==> config.mk <==
export PLATFORM = sky130hd
export DESIGN_NAME = axil_cmd_master_flat
export DESIGN_NICKNAME = d
export VERILOG_FILES = /design/src/rtl/axil_cmd_pkg.sv /design/src/rtl/axil_cmd_if.sv /design/src/rtl/axil_timeout_ctr.sv /design/src/rtl/axil_cmd_master.sv /design/src/flat_wrapper.sv
export SDC_FILE = /design/constraint.sdc
export NUM_CORES = 1
export LEC_CHECK = 0
export CORE_ASPECT_RATIO = 0.5
export CORE_MARGIN = 4
export CORE_UTILIZATION = 36
export CTS_CLUSTER_SIZE = 24
export DETAILED_ROUTE_END_ITERATION = 8
export PLACE_DENSITY = 0.73
export SLEW_MARGIN = 20
export SYNTH_ARGS = -nofsm -noshare
export SYNTH_HDL_FRONTEND = slang
export SYNTH_SLANG_ARGS = --single-unit
==> constraint.sdc <==
create_clock -name clk_main_a0 -period 2.9 [get_ports clk_main_a0]
set_input_delay 0.435 -clock clk_main_a0 [delete_from_list [all_inputs] [get_ports clk_main_a0]]
set_output_delay 0.435 -clock clk_main_a0 [all_outputs]
set_load 0.1 [all_outputs]
==> src/rtl/axil_cmd_pkg.sv <==
// -----------------------------------------------------------------------------
// axil_cmd_pkg
// Shared types and constants for the AXI-Lite command master:
//   state_t     - command FSM state encoding
//   RESP_OKAY   - AXI OKAY response code
//   RESP_SLVERR - AXI SLVERR response code (also reported on timeout)
//   ctr_width() - bit width needed by the in-flight timeout counter
// -----------------------------------------------------------------------------
package axil_cmd_pkg;

    typedef enum logic [2:0] {
        IDLE    = 3'd0,
        WR_REQ  = 3'd1,
        WR_RESP = 3'd2,
        RD_REQ  = 3'd3,
        RD_RESP = 3'd4,
        RSP     = 3'd5
    } state_t;

    localparam logic [1:0] RESP_OKAY   = 2'b00;
    localparam logic [1:0] RESP_SLVERR = 2'b10;

    // The counter only has to reach cyc-1, so clog2(cyc) bits suffice;
    // never return less than one bit.
    function automatic int ctr_width(input int cyc);
        return (cyc <= 2) ? 1 : $clog2(cyc);
    endfunction

endpackage

==> src/rtl/axil_cmd_if.sv <==
// -----------------------------------------------------------------------------
// axil_cmd_if
// Bundles the command channel, the response channel and the AXI-Lite master
// bus of axil_cmd_master.
//   modport master - view of axil_cmd_master (drives cmd_ready, rsp_*, m_* requests)
//   modport slave  - view of the command source / AXI-Lite slave side
// Parameter ADDR_W sets cmd_addr, m_awaddr and m_araddr width.
// -----------------------------------------------------------------------------
interface axil_cmd_if
    import axil_cmd_pkg::*;
#(
    parameter int ADDR_W = 32
);

    // command channel
    logic              cmd_valid;
    logic              cmd_ready;
    logic              cmd_wr;
    logic [ADDR_W-1:0] cmd_addr;
    logic [31:0]       cmd_wdata;
    logic [3:0]        cmd_wstrb;

    // response channel
    logic              rsp_valid;
    logic              rsp_ready;
    logic [31:0]       rsp_rdata;
    logic [1:0]        rsp_resp;
    logic              rsp_timeout;

    // AXI-Lite master bus
    logic              m_awvalid;
    logic              m_awready;
    logic [ADDR_W-1:0] m_awaddr;
    logic              m_wvalid;
    logic              m_wready;
    logic [31:0]       m_wdata;
    logic [3:0]        m_wstrb;
    logic              m_bvalid;
    logic              m_bready;
    logic [1:0]        m_bresp;
    logic              m_arvalid;
    logic              m_arready;
    logic [ADDR_W-1:0] m_araddr;
    logic              m_rvalid;
    logic              m_rready;
    logic [31:0]       m_rdata;
    logic [1:0]        m_rresp;

    modport master (
        input  cmd_valid, cmd_wr, cmd_addr, cmd_wdata, cmd_wstrb,
        output cmd_ready,
        output rsp_valid, rsp_rdata, rsp_resp, rsp_timeout,
        input  rsp_ready,
        output m_awvalid, m_awaddr, m_wvalid, m_wdata, m_wstrb, m_bready,
        output m_arvalid, m_araddr, m_rready,
        input  m_awready, m_wready, m_bvalid, m_bresp,
        input  m_arready, m_rvalid, m_rdata, m_rresp
    );

    modport slave (
        output cmd_valid, cmd_wr, cmd_addr, cmd_wdata, cmd_wstrb,
        input  cmd_ready,
        input  rsp_valid, rsp_rdata, rsp_resp, rsp_timeout,
        output rsp_ready,
        input  m_awvalid, m_awaddr, m_wvalid, m_wdata, m_wstrb, m_bready,
        input  m_arvalid, m_araddr, m_rready,
        output m_awready, m_wready, m_bvalid, m_bresp,
        output m_arready, m_rvalid, m_rdata, m_rresp
    );

endinterface

==> src/rtl/axil_timeout_ctr.sv <==
// -----------------------------------------------------------------------------
// axil_timeout_ctr
// Counts cycles a transaction has been in flight.
//   clk_main_a0 - clock
//   rst_main_n  - asynchronous active-low reset
//   i_clear     - zero the count (has priority over i_enable)
//   i_enable    - count this cycle
//   o_expired   - count has reached LIMIT-1
// The count saturates at LIMIT-1, so once expired it stays expired until the
// next clear instead of wrapping and re-arming.
// -----------------------------------------------------------------------------
module axil_timeout_ctr
    import axil_cmd_pkg::*;
#(
    parameter int LIMIT = 256,
    parameter int WIDTH = ctr_width(LIMIT)
) (
    input  logic clk_main_a0,
    input  logic rst_main_n,
    input  logic i_clear,
    input  logic i_enable,
    output logic o_expired
);

    localparam logic [WIDTH-1:0] LAST = WIDTH'(LIMIT - 1);

    logic [WIDTH-1:0] r_count;

    assign o_expired = (r_count == LAST);

    always_ff @(posedge clk_main_a0 or negedge rst_main_n) begin
        if (!rst_main_n) begin
            r_count <= '0;
        end else if (i_clear) begin
            r_count <= '0;
        end else if (i_enable && !o_expired) begin
            r_count <= r_count + 1'b1;
        end
    end

endmodule

==> src/rtl/axil_cmd_master.sv <==
// -----------------------------------------------------------------------------
// axil_cmd_master
// Turns single commands (read or write) into AXI-Lite transactions and returns
// one response per command. A transaction that stays in flight for
// TIMEOUT_CYC cycles is abandoned and reported with rsp_timeout=1/SLVERR.
//   clk_main_a0 - clock
//   rst_main_n  - asynchronous active-low reset
//   bus         - axil_cmd_if.master: cmd_*, rsp_* and m_* AXI-Lite signals
// Parameters: TIMEOUT_CYC (in-flight cycle limit), ADDR_W (address width).
// Every output is a flop except cmd_ready, which decodes the state register.
// -----------------------------------------------------------------------------
module axil_cmd_master
    import axil_cmd_pkg::*;
#(
    parameter int TIMEOUT_CYC = 256,
    parameter int ADDR_W      = 32
) (
    input  logic          clk_main_a0,
    input  logic          rst_main_n,
    axil_cmd_if.master    bus
);

    state_t            r_state, w_state_next;
    logic              r_rst_done;

    logic              r_awvalid, w_awvalid_next;
    logic              r_wvalid,  w_wvalid_next;
    logic              r_bready,  w_bready_next;
    logic              r_arvalid, w_arvalid_next;
    logic              r_rready,  w_rready_next;

    logic [ADDR_W-1:0] r_addr,    w_addr_next;
    logic [31:0]       r_wdata,   w_wdata_next;
    logic [3:0]        r_wstrb,   w_wstrb_next;

    logic              r_rsp_valid,   w_rsp_valid_next;
    logic              r_rsp_timeout, w_rsp_timeout_next;
    logic [1:0]        r_rsp_resp,    w_rsp_resp_next;
    logic [31:0]       r_rsp_rdata,   w_rsp_rdata_next;

    logic              w_cmd_ready;
    logic              w_accept;
    logic              w_ctr_clear;
    logic              w_ctr_enable;
    logic              w_expired;
    logic              w_abort;

    // r_rst_done keeps cmd_ready low while in reset and up to the first edge
    // after release, even though the state register already reads IDLE.
    assign w_cmd_ready  = (r_state == IDLE) && r_rst_done;
    assign w_accept     = bus.cmd_valid && w_cmd_ready;
    assign w_ctr_enable = (r_state == WR_REQ) || (r_state == WR_RESP) ||
                          (r_state == RD_REQ) || (r_state == RD_RESP);

    axil_timeout_ctr #(
        .LIMIT (TIMEOUT_CYC)
    ) u_timeout_ctr (
        .clk_main_a0 (clk_main_a0),
        .rst_main_n  (rst_main_n),
        .i_clear     (w_ctr_clear),
        .i_enable    (w_ctr_enable),
        .o_expired   (w_expired)
    );

    always_comb begin
        w_state_next       = r_state;
        w_awvalid_next     = r_awvalid;
        w_wvalid_next      = r_wvalid;
        w_bready_next      = r_bready;
        w_arvalid_next     = r_arvalid;
        w_rready_next      = r_rready;
        w_addr_next        = r_addr;
        w_wdata_next       = r_wdata;
        w_wstrb_next       = r_wstrb;
        w_rsp_valid_next   = r_rsp_valid;
        w_rsp_timeout_next = r_rsp_timeout;
        w_rsp_resp_next    = r_rsp_resp;
        w_rsp_rdata_next   = r_rsp_rdata;
        w_ctr_clear        = 1'b0;
        w_abort            = 1'b0;

        case (r_state)
            IDLE: begin
                if (w_accept) begin
                    w_ctr_clear  = 1'b1;
                    w_addr_next  = bus.cmd_addr;
                    w_wdata_next = bus.cmd_wdata;
                    w_wstrb_next = bus.cmd_wstrb;
                    if (bus.cmd_wr) begin
                        w_state_next   = WR_REQ;
                        w_awvalid_next = 1'b1;
                        w_wvalid_next  = 1'b1;
                    end else begin
                        w_state_next   = RD_REQ;
                        w_arvalid_next = 1'b1;
                    end
                end
            end

            WR_REQ: begin
                // AW and W retire independently; move on once neither is pending.
                w_awvalid_next = r_awvalid && !bus.m_awready;
                w_wvalid_next  = r_wvalid  && !bus.m_wready;
                if (!w_awvalid_next && !w_wvalid_next) begin
                    w_state_next  = WR_RESP;
                    w_bready_next = 1'b1;
                end else if (w_expired) begin
                    w_abort = 1'b1;
                end
            end

            WR_RESP: begin
                if (bus.m_bvalid) begin
                    w_state_next       = RSP;
                    w_bready_next      = 1'b0;
                    w_rsp_valid_next   = 1'b1;
                    w_rsp_timeout_next = 1'b0;
                    w_rsp_resp_next    = bus.m_bresp;
                    w_rsp_rdata_next   = 32'h0;
                end else if (w_expired) begin
                    w_abort = 1'b1;
                end
            end

            RD_REQ: begin
                if (bus.m_arready) begin
                    w_state_next   = RD_RESP;
                    w_arvalid_next = 1'b0;
                    w_rready_next  = 1'b1;
                end else if (w_expired) begin
                    w_abort = 1'b1;
                end
            end

            RD_RESP: begin
                if (bus.m_rvalid) begin
                    w_state_next       = RSP;
                    w_rready_next      = 1'b0;
                    w_rsp_valid_next   = 1'b1;
                    w_rsp_timeout_next = 1'b0;
                    w_rsp_resp_next    = bus.m_rresp;
                    w_rsp_rdata_next   = bus.m_rdata;
                end else if (w_expired) begin
                    w_abort = 1'b1;
                end
            end

            RSP: begin
                if (bus.rsp_ready) begin
                    w_state_next     = IDLE;
                    w_rsp_valid_next = 1'b0;
                end
            end

            default: begin
                w_state_next = IDLE;
            end
        endcase

        // Expiry only aborts when no handshake finished the phase this cycle
        // (those branches are checked first above).
        if (w_abort) begin
            w_state_next       = RSP;
            w_awvalid_next     = 1'b0;
            w_wvalid_next      = 1'b0;
            w_bready_next      = 1'b0;
            w_arvalid_next     = 1'b0;
            w_rready_next      = 1'b0;
            w_rsp_valid_next   = 1'b1;
            w_rsp_timeout_next = 1'b1;
            w_rsp_resp_next    = RESP_SLVERR;
            w_rsp_rdata_next   = 32'h0;
        end
    end

    always_ff @(posedge clk_main_a0 or negedge rst_main_n) begin
        if (!rst_main_n) begin
            r_state       <= IDLE;
            r_rst_done    <= 1'b0;
            r_awvalid     <= 1'b0;
            r_wvalid      <= 1'b0;
            r_bready      <= 1'b0;
            r_arvalid     <= 1'b0;
            r_rready      <= 1'b0;
            r_addr        <= '0;
            r_wdata       <= 32'h0;
            r_wstrb       <= 4'h0;
            r_rsp_valid   <= 1'b0;
            r_rsp_timeout <= 1'b0;
            r_rsp_resp    <= RESP_OKAY;
            r_rsp_rdata   <= 32'h0;
        end else begin
            r_state       <= w_state_next;
            r_rst_done    <= 1'b1;
            r_awvalid     <= w_awvalid_next;
            r_wvalid      <= w_wvalid_next;
            r_bready      <= w_bready_next;
            r_arvalid     <= w_arvalid_next;
            r_rready      <= w_rready_next;
            r_addr        <= w_addr_next;
            r_wdata       <= w_wdata_next;
            r_wstrb       <= w_wstrb_next;
            r_rsp_valid   <= w_rsp_valid_next;
            r_rsp_timeout <= w_rsp_timeout_next;
            r_rsp_resp    <= w_rsp_resp_next;
            r_rsp_rdata   <= w_rsp_rdata_next;
        end
    end

    assign bus.cmd_ready   = w_cmd_ready;
    assign bus.rsp_valid   = r_rsp_valid;
    assign bus.rsp_timeout = r_rsp_timeout;
    assign bus.rsp_resp    = r_rsp_resp;
    assign bus.rsp_rdata   = r_rsp_rdata;
    assign bus.m_awvalid   = r_awvalid;
    assign bus.m_awaddr    = r_addr;
    assign bus.m_wvalid    = r_wvalid;
    assign bus.m_wdata     = r_wdata;
    assign bus.m_wstrb     = r_wstrb;
    assign bus.m_bready    = r_bready;
    assign bus.m_arvalid   = r_arvalid;
    assign bus.m_araddr    = r_addr;
    assign bus.m_rready    = r_rready;

endmodule

==> src/flat_wrapper.sv <==
// flat-port wrapper written by rule: the top's interface ports become plain ports
module axil_cmd_master_flat import axil_cmd_pkg::*;
#(
    parameter int TIMEOUT_CYC = 256,
    parameter int ADDR_W      = 32
)
  (clk_main_a0, rst_main_n, bus_cmd_valid, bus_cmd_wr, bus_cmd_addr, bus_cmd_wdata, bus_cmd_wstrb, bus_cmd_ready, bus_rsp_valid, bus_rsp_rdata, bus_rsp_resp, bus_rsp_timeout, bus_rsp_ready, bus_m_awvalid, bus_m_awaddr, bus_m_wvalid, bus_m_wdata, bus_m_wstrb, bus_m_bready, bus_m_arvalid, bus_m_araddr, bus_m_rready, bus_m_awready, bus_m_wready, bus_m_bvalid, bus_m_bresp, bus_m_arready, bus_m_rvalid, bus_m_rdata, bus_m_rresp);
  axil_cmd_if #(.ADDR_W(ADDR_W)) bus_i ();
  input  logic clk_main_a0;
  input  logic rst_main_n;
  input wire logic [$bits(bus_i.cmd_valid)-1:0] bus_cmd_valid;
  input wire logic [$bits(bus_i.cmd_wr)-1:0] bus_cmd_wr;
  input wire logic [$bits(bus_i.cmd_addr)-1:0] bus_cmd_addr;
  input wire logic [$bits(bus_i.cmd_wdata)-1:0] bus_cmd_wdata;
  input wire logic [$bits(bus_i.cmd_wstrb)-1:0] bus_cmd_wstrb;
  output wire logic [$bits(bus_i.cmd_ready)-1:0] bus_cmd_ready;
  output wire logic [$bits(bus_i.rsp_valid)-1:0] bus_rsp_valid;
  output wire logic [$bits(bus_i.rsp_rdata)-1:0] bus_rsp_rdata;
  output wire logic [$bits(bus_i.rsp_resp)-1:0] bus_rsp_resp;
  output wire logic [$bits(bus_i.rsp_timeout)-1:0] bus_rsp_timeout;
  input wire logic [$bits(bus_i.rsp_ready)-1:0] bus_rsp_ready;
  output wire logic [$bits(bus_i.m_awvalid)-1:0] bus_m_awvalid;
  output wire logic [$bits(bus_i.m_awaddr)-1:0] bus_m_awaddr;
  output wire logic [$bits(bus_i.m_wvalid)-1:0] bus_m_wvalid;
  output wire logic [$bits(bus_i.m_wdata)-1:0] bus_m_wdata;
  output wire logic [$bits(bus_i.m_wstrb)-1:0] bus_m_wstrb;
  output wire logic [$bits(bus_i.m_bready)-1:0] bus_m_bready;
  output wire logic [$bits(bus_i.m_arvalid)-1:0] bus_m_arvalid;
  output wire logic [$bits(bus_i.m_araddr)-1:0] bus_m_araddr;
  output wire logic [$bits(bus_i.m_rready)-1:0] bus_m_rready;
  input wire logic [$bits(bus_i.m_awready)-1:0] bus_m_awready;
  input wire logic [$bits(bus_i.m_wready)-1:0] bus_m_wready;
  input wire logic [$bits(bus_i.m_bvalid)-1:0] bus_m_bvalid;
  input wire logic [$bits(bus_i.m_bresp)-1:0] bus_m_bresp;
  input wire logic [$bits(bus_i.m_arready)-1:0] bus_m_arready;
  input wire logic [$bits(bus_i.m_rvalid)-1:0] bus_m_rvalid;
  input wire logic [$bits(bus_i.m_rdata)-1:0] bus_m_rdata;
  input wire logic [$bits(bus_i.m_rresp)-1:0] bus_m_rresp;
  assign bus_i.cmd_valid = bus_cmd_valid;
  assign bus_i.cmd_wr = bus_cmd_wr;
  assign bus_i.cmd_addr = bus_cmd_addr;
  assign bus_i.cmd_wdata = bus_cmd_wdata;
  assign bus_i.cmd_wstrb = bus_cmd_wstrb;
  assign bus_cmd_ready = bus_i.cmd_ready;
  assign bus_rsp_valid = bus_i.rsp_valid;
  assign bus_rsp_rdata = bus_i.rsp_rdata;
  assign bus_rsp_resp = bus_i.rsp_resp;
  assign bus_rsp_timeout = bus_i.rsp_timeout;
  assign bus_i.rsp_ready = bus_rsp_ready;
  assign bus_m_awvalid = bus_i.m_awvalid;
  assign bus_m_awaddr = bus_i.m_awaddr;
  assign bus_m_wvalid = bus_i.m_wvalid;
  assign bus_m_wdata = bus_i.m_wdata;
  assign bus_m_wstrb = bus_i.m_wstrb;
  assign bus_m_bready = bus_i.m_bready;
  assign bus_m_arvalid = bus_i.m_arvalid;
  assign bus_m_araddr = bus_i.m_araddr;
  assign bus_m_rready = bus_i.m_rready;
  assign bus_i.m_awready = bus_m_awready;
  assign bus_i.m_wready = bus_m_wready;
  assign bus_i.m_bvalid = bus_m_bvalid;
  assign bus_i.m_bresp = bus_m_bresp;
  assign bus_i.m_arready = bus_m_arready;
  assign bus_i.m_rvalid = bus_m_rvalid;
  assign bus_i.m_rdata = bus_m_rdata;
  assign bus_i.m_rresp = bus_m_rresp;
  axil_cmd_master #(.TIMEOUT_CYC(TIMEOUT_CYC), .ADDR_W(ADDR_W)) u_core (.clk_main_a0(clk_main_a0), .rst_main_n(rst_main_n), .bus(bus_i));
endmodule
# [Word level (Yosys, flattened, before mapping)]
# Cells that the tools add are included.
[totals] word_cells=113 in_bits=114 reg_bits=121 out_inout_bits=142
[op_classes] n_reduce_logical=30 n_mux=53 addsub=1 n_eq_ne=14
[op_table] op="32-bit 2-to-1 mux" count=3
[op_table] op="32-bit one-hot mux with 2 select lines" count=1
[op_table] op="1-bit 2-to-1 mux" count=26
[op_table] op="3-bit 2-to-1 mux" count=7
[op_table] op="3-bit by 2-bit inequality test with 1-bit output, second input constant" count=7
[op_table] op="3-bit one-hot mux with 6 select lines" count=1
[op_table] op="8-bit 2-to-1 mux" count=2
[op_table] op="3-bit nonzero test" count=5
[op_table] op="1-bit one-hot mux with 2 select lines" count=6
[op_table] op="3-bit AND reduction" count=4
[op_table] op="8-bit by 1-bit adder with 8-bit output, second input constant" count=1
[op_table] op="8-bit == test, second input constant" count=1
[op_table] op="2-bit 2-to-1 mux" count=4
[op_table] op="4-bit AND reduction" count=2
[op_table] op="3-bit by 2-bit == test with 1-bit output, second input constant" count=2
[op_table] op="3-bit == test, second input constant" count=2
[op_table] op="1-bit logical AND" count=6
[op_table] op="6-bit AND reduction" count=1
[op_table] op="1-bit zero test" count=5
[op_table] op="1-bit one-hot mux with 4 select lines" count=1
[op_table] op="2-bit one-hot mux with 2 select lines" count=1
[op_table] op="4-bit nonzero test" count=1
[op_table] op="3-bit by 1-bit == test with 1-bit output, second input constant" count=1
[op_table] op="3-bit zero test" count=1
[op_table] op="other kinds (5)" count=7

# [Logic depth before layout (Yosys ltp)]
[logic_depth] ltp_word=8 depth_mapped=8 depth_no_buf=5

# [Cells and area by module]
# Synthesis repeated with hierarchy kept, for this count alone.
[unflattened] cells_unflattened=462 hier_area_um2=5482.8
[modules_own_cells] mod="axil_cmd_master" cells_per_inst=415 seq_area_each_um2=2827.7 n_inst=1 area_each_um2=5013.6
[modules_own_cells] mod="axil_timeout_ctr" cells_per_inst=47 seq_area_each_um2=200.2 n_inst=1 area_each_um2=469.2

# [Worst setup path before layout]
# OpenSTA, ideal clock, no wires.
[synth_path] path_kind="reg-to-reg" from="register u_core.r_awvalid (netlist: u_core.bus.m_awvalid)" to="register u_core.r_rsp_rdata[20] (netlist: u_core.bus.rsp_rdata[20])" path_buffers=2 t_arrival_ns=2.237 setup_time_ns=0.122 synth_period_minus_slack_ns=2.359 stages_incl_launch_ff=7 required_time_ns=2.778 setup_slack_ns=0.541 cell_sequence="dfrtp_1 > nand2b_1 > a2111o_1 > a31o_1 > buf_6 > buf_8 > a32o_1"
[synth_via] elab_chain_len=7 elab_cells_between_ends=10 classes_between="eq/ne: 2; mux: 3; reduce/logical: 5"
[synth_lines] element="from (decl)" line="axil_cmd_master.sv:26" rtl="logic r_awvalid, w_awvalid_next;"
[synth_lines] element="from (signal assigned)" line="axil_cmd_master.sv:195" rtl="r_awvalid <= w_awvalid_next;"
[synth_lines] element="1-bit logical AND *" line="axil_cmd_master.sv:102" rtl="w_awvalid_next = r_awvalid && !bus.m_awready;"
[synth_lines] element="1-bit zero test *" line="axil_cmd_master.sv:104" rtl="if (!w_awvalid_next && !w_wvalid_next) begin"
[synth_lines] element="1-bit logical AND *" line="axil_cmd_master.sv:104"
[synth_lines] element="1-bit 2-to-1 mux *" line="axil_cmd_master.sv:104"
[synth_lines] element="1-bit one-hot mux with 4 select lines *" line="axil_cmd_master.sv:82" rtl="case (r_state)"
[synth_lines] element="3-bit by 2-bit inequality test with 1-bit output (no line) or 3-bit nonzero test (tied branches)"
[synth_lines] element="3-bit AND reduction (no line)"
[synth_lines] element="to (signal assigned)" line="axil_cmd_master.sv:206" rtl="r_rsp_rdata <= w_rsp_rdata_next;"
[synth_lines] element="to (decl)" line="axil_cmd_master.sv:39" rtl="logic [31:0] r_rsp_rdata, w_rsp_rdata_next;"
# Mark *: on every way between the ends. The rest lies on a longest branch, timed or not.
# A chain may end at the register's enable or synchronous reset.

# [Worst setup path in the final report]
[layout_path] from="register u_core.r_state[0]" to="output port bus_cmd_ready"
[layout_via] elab_chain_len=2
[layout_lines] element="from (decl)" line="axil_cmd_master.sv:23" rtl="state_t r_state, w_state_next;"
[layout_lines] element="from (signal assigned)" line="axil_cmd_master.sv:193" rtl="r_state <= w_state_next;"
[layout_lines] element="3-bit zero test" line="axil_cmd_master.sv:50" rtl="assign w_cmd_ready = (r_state == IDLE) && r_rst_done;"
[layout_lines] element="1-bit logical AND" line="axil_cmd_master.sv:50"
[layout_lines] element="to (decl)" line="flat_wrapper.sv:16" rtl="output wire logic [$bits(bus_i.cmd_ready)-1:0] bus_cmd_ready;"
# Every way passes these cells.

==> results.tsv <==
stage	metric	value	unit
global_routing	Global Route Usage Sum	0.177	
routing	DR vias/cell	4.69	
critical_path	CP cell instances	nor3_1, and2_1, buf_4	
placement	IO buf count	255	
finish	multi-input logic area	1730	um^2
timing	Worst slew margin	0.613	
timing	Final period util	0.805	
placement	GPL Wtd Cong	0.823	
finish	Post-layout nets	867	
clocking	Worst-path clk slew	0.06	ns
critical_path	R2R depth	5	
routing	drt total wl	14.9	mm
hold_path	hold_sp	u_core.bus.m_wdata[16]	
clocking	CTS tree	done	
die	Die Footprint	16500	um^2
yosys	sequential element share of the synthesized area	0.584	
hold_path	HP Class	register to register	
die	Die Y	92.9	um
placement	Placed Cells incl. Taps	924	
yosys	number of synthesis warnings	0	
timing	PnR worst setup slack	0.565	ns
clocking	post_cts resized	0	
critical_path	worst r2r dst	u_core.bus.rsp_rdata[17]	
yosys	post-synthesis cell count	531	
finish	fillcell total	1238	
placement	post-DP HPWL	10.7	mm
finish	share of post-route cells with drive strength above 1	0.252	
yosys	Syn Nets	646	
timing	setup TNS	0	ns
critical_path	Critical Path RT	2.47	ns
routing	1st-iter DRT viols	288	
timing	worst-margin pin slew	0.580	ns
routing	Pre-Repair DR Iteration Count	4	
die	Site Rows	30	
yosys	Seq cells post-synth	121	
global_routing	initial antenna violation count	0	
critical_path	Critical Path Source	u_core.r_state[0]	
yosys	top-area cell type share of the netlist area	0.584	
critical_path	Slowest Stage Delay on Critical Path	0.56	ns
placement	Post-Place Worst Slack	0.527	ns
critical_path	CP Class	register to output port	
clocking	worst skew pair latency	0.41	ns
critical_path	crit start category	register	
finish	Ant. Diodes	0	
critical_path	reg2reg start	u_core.r_state[0]	
hold_path	hold-critical path depth	2	
routing	Vias	4486	
global_routing	largest net degree at the start of global routing	74	
routing	drt drc	0	
global_routing	vias in the first global route	4390	
yosys	largest cells by area after synthesis	dfrtp_1 58%, nand2_1 16%, a32o_1 6.2%	
clocking	clk sinks	121	
die	Ports	256	
run_status	status	finished, final reports clean	
timing	Fmax	0.428	GHz
routing	Routed WL per cell	15.6	um
die	core region area	13800	um^2
finish	leading cell type in the layout, fill and taps excluded	nand2_1	
clocking	CTS buffer count	17	
routing	Final ANT Viol Nets	0	
timing	final setup violation count	0	
finish	most frequent cells in the layout	219 x nand2_1, 148 x buf_4, 121 x dfrtp_1	
die	initial core utilization	0.375	
timing	max-slew violation count	0	
yosys	synth unique cells	43	
global_routing	first-pass GRT wire length	23.2	mm
finish	final std cells w/o fill	957	
clocking	htree depth	4	
yosys	Cell Area, Synth	5180	um^2
critical_path	Critical-path top delay cell	dfrtp_1	
critical_path	r2r setup slk	0.58	ns
critical_path	worst-path fanout max	18	
hold_path	Min-Delay Endpoint	u_core.bus.m_wdata[16]	
critical_path	CP arrival	1.90	ns
timing	clock skew	0.0118	ns
global_routing	GRT overflow	0	
clocking	clock buffer depth	2	
die	Die Width	178	um
yosys	post-synth top area cell	dfrtp_1	
finish	layout overhead on the synthesized area	52.7	%
timing	RSZ-0062 raised after global routing	no	
finish	Sequential Area	3030	um^2
timing	fin crit period	2.33	ns
timing	final hold violation count	0	
yosys	Mean Syn Cell Area	9.76	um^2
finish	Util after Layout	0.573	
job	max_cap viols	0	
clocking	clock root cell	clkbuf_16	
critical_path	CP endpoint kind	output port	
[routing by layer]
| layer | vias to the layer above | GRT usage | share of wire |
|---|---|---|---|
| met4 | 0 | 0.0617 | 0.014 |
| met3 | 18 | 0.0436 | 0.047 |
| met2 | 115 | 0.306 | 0.52 |
| met5 | - | 0 | 0 |
| li1 | 2177 | - | - |
| met1 | 2176 | 0.216 | 0.42 |
[cell families (layout without fill, tap and decap cells)]
logic type               after synthesis  count (layout)  share of synthesized area
AO/OA/AOI/OAI                         67              67                      0.104
XOR/XNOR                               1               1                    0.00169
adder cells (fa/ha/maj)                1               1                    0.00241
buffers and inverters                 70             304                     0.0842
flip-flops                           121             121                      0.584
multiplexers                           7               7                     0.0138
other                                  1               1                   0.000723
AND/OR/NAND/NOR                      263             263                      0.210
[cell type report]
cell class,instances,share of cell area
clock buffer,18,0.0555
clock inverter,14,0.0179
inverter,8,0.00379
multi-input combinational,340,0.219
sequential,121,0.383
tap,192,0.0304
timing repair buffer,264,0.291
[cell usage after synthesis]
master and instances:
or3_1 3, nand3_1 8, nor3_1 4, o32a_1 2
and2_1 1, a2111o_1 1, a211oi_1 1, inv_1 8
o211ai_1 1, or2_2 1, a31oi_1 5, buf_1 1
clkbuf_1 15, ha_1 1, xor2_1 1, a21oi_1 12
buf_2 10, nor2_1 11, a2bb2oi_1 1, buf_8 3
o21ai_1 1, a31o_1 1, o31ai_1 1, mux2_2 1
and4_1 1, nor2b_1 1, nand2b_1 2, mux2i_1 6
nor4b_1 1, or3_2 2, a21o_1 1, nand4_2 1
or4b_4 2, dfrtp_1 121, o22ai_1 1, nand3b_1 2
o21ai_0 7, and3_1 4, a32o_1 32, nand2_1 219
buf_6 1, buf_4 32, conb_1 1
[timing repair]
action | in CTS | in global routing
hold buffers | 1 | 0
setup endpoints to repair | 0 | 0
setup buffers | 0 | 0
endpoints found under the hold margin | 28 | 0
[worst max-delay path: cells and delay by family (launching register included)]
family | cells | cell delay (ns)
simple gates | 2 | 0.65
buf+inv | 1 | 0.29
flops | 1 | 0.56
[sequential cells by signal, summed over array words and instances, names as in the netlist, 2 cells and up]
register and count:
u_core.bus.m_wstrb 4, u_core.bus.rsp_resp 2, u_core.bus.m_wdata 32, u_core.r_state 3, u_core.u_timeout_ctr.r_count 8, u_core.bus.rsp_rdata 32, u_core.bus.m_araddr 32
[through the flow]
| step | cell area [um^2] | hold WS, ns |
|---|---|---|
| floorplan | 5180 | 0.139 |
| global placement | 7320 | 0.401 |
| detailed placement | 7320 | 0.400 |
| CTS | 7920 | 0.479 |
| global route | 7920 | 0.500 |
| finish | 7920 | 0.476 |
[worst max-delay path by stage]
stage	to	depth (start not counted)	slack, ns
2_1_floorplan	u_core.bus.rsp_rdata[20]	6	0.54
3_3_place_gp	u_core.bus.rsp_rdata[13]	6	0.55
3_5_place_dp	u_core.bus.rsp_rdata[22]	6	0.53
4_1_cts	bus_cmd_ready	3	0.55
5_1_grt	bus_cmd_ready	3	0.43
6_report	bus_cmd_ready	3	0.57
Power is not shown: default switching activity piles up to over one toggle a cycle in this logic, so the estimate is an artifact.
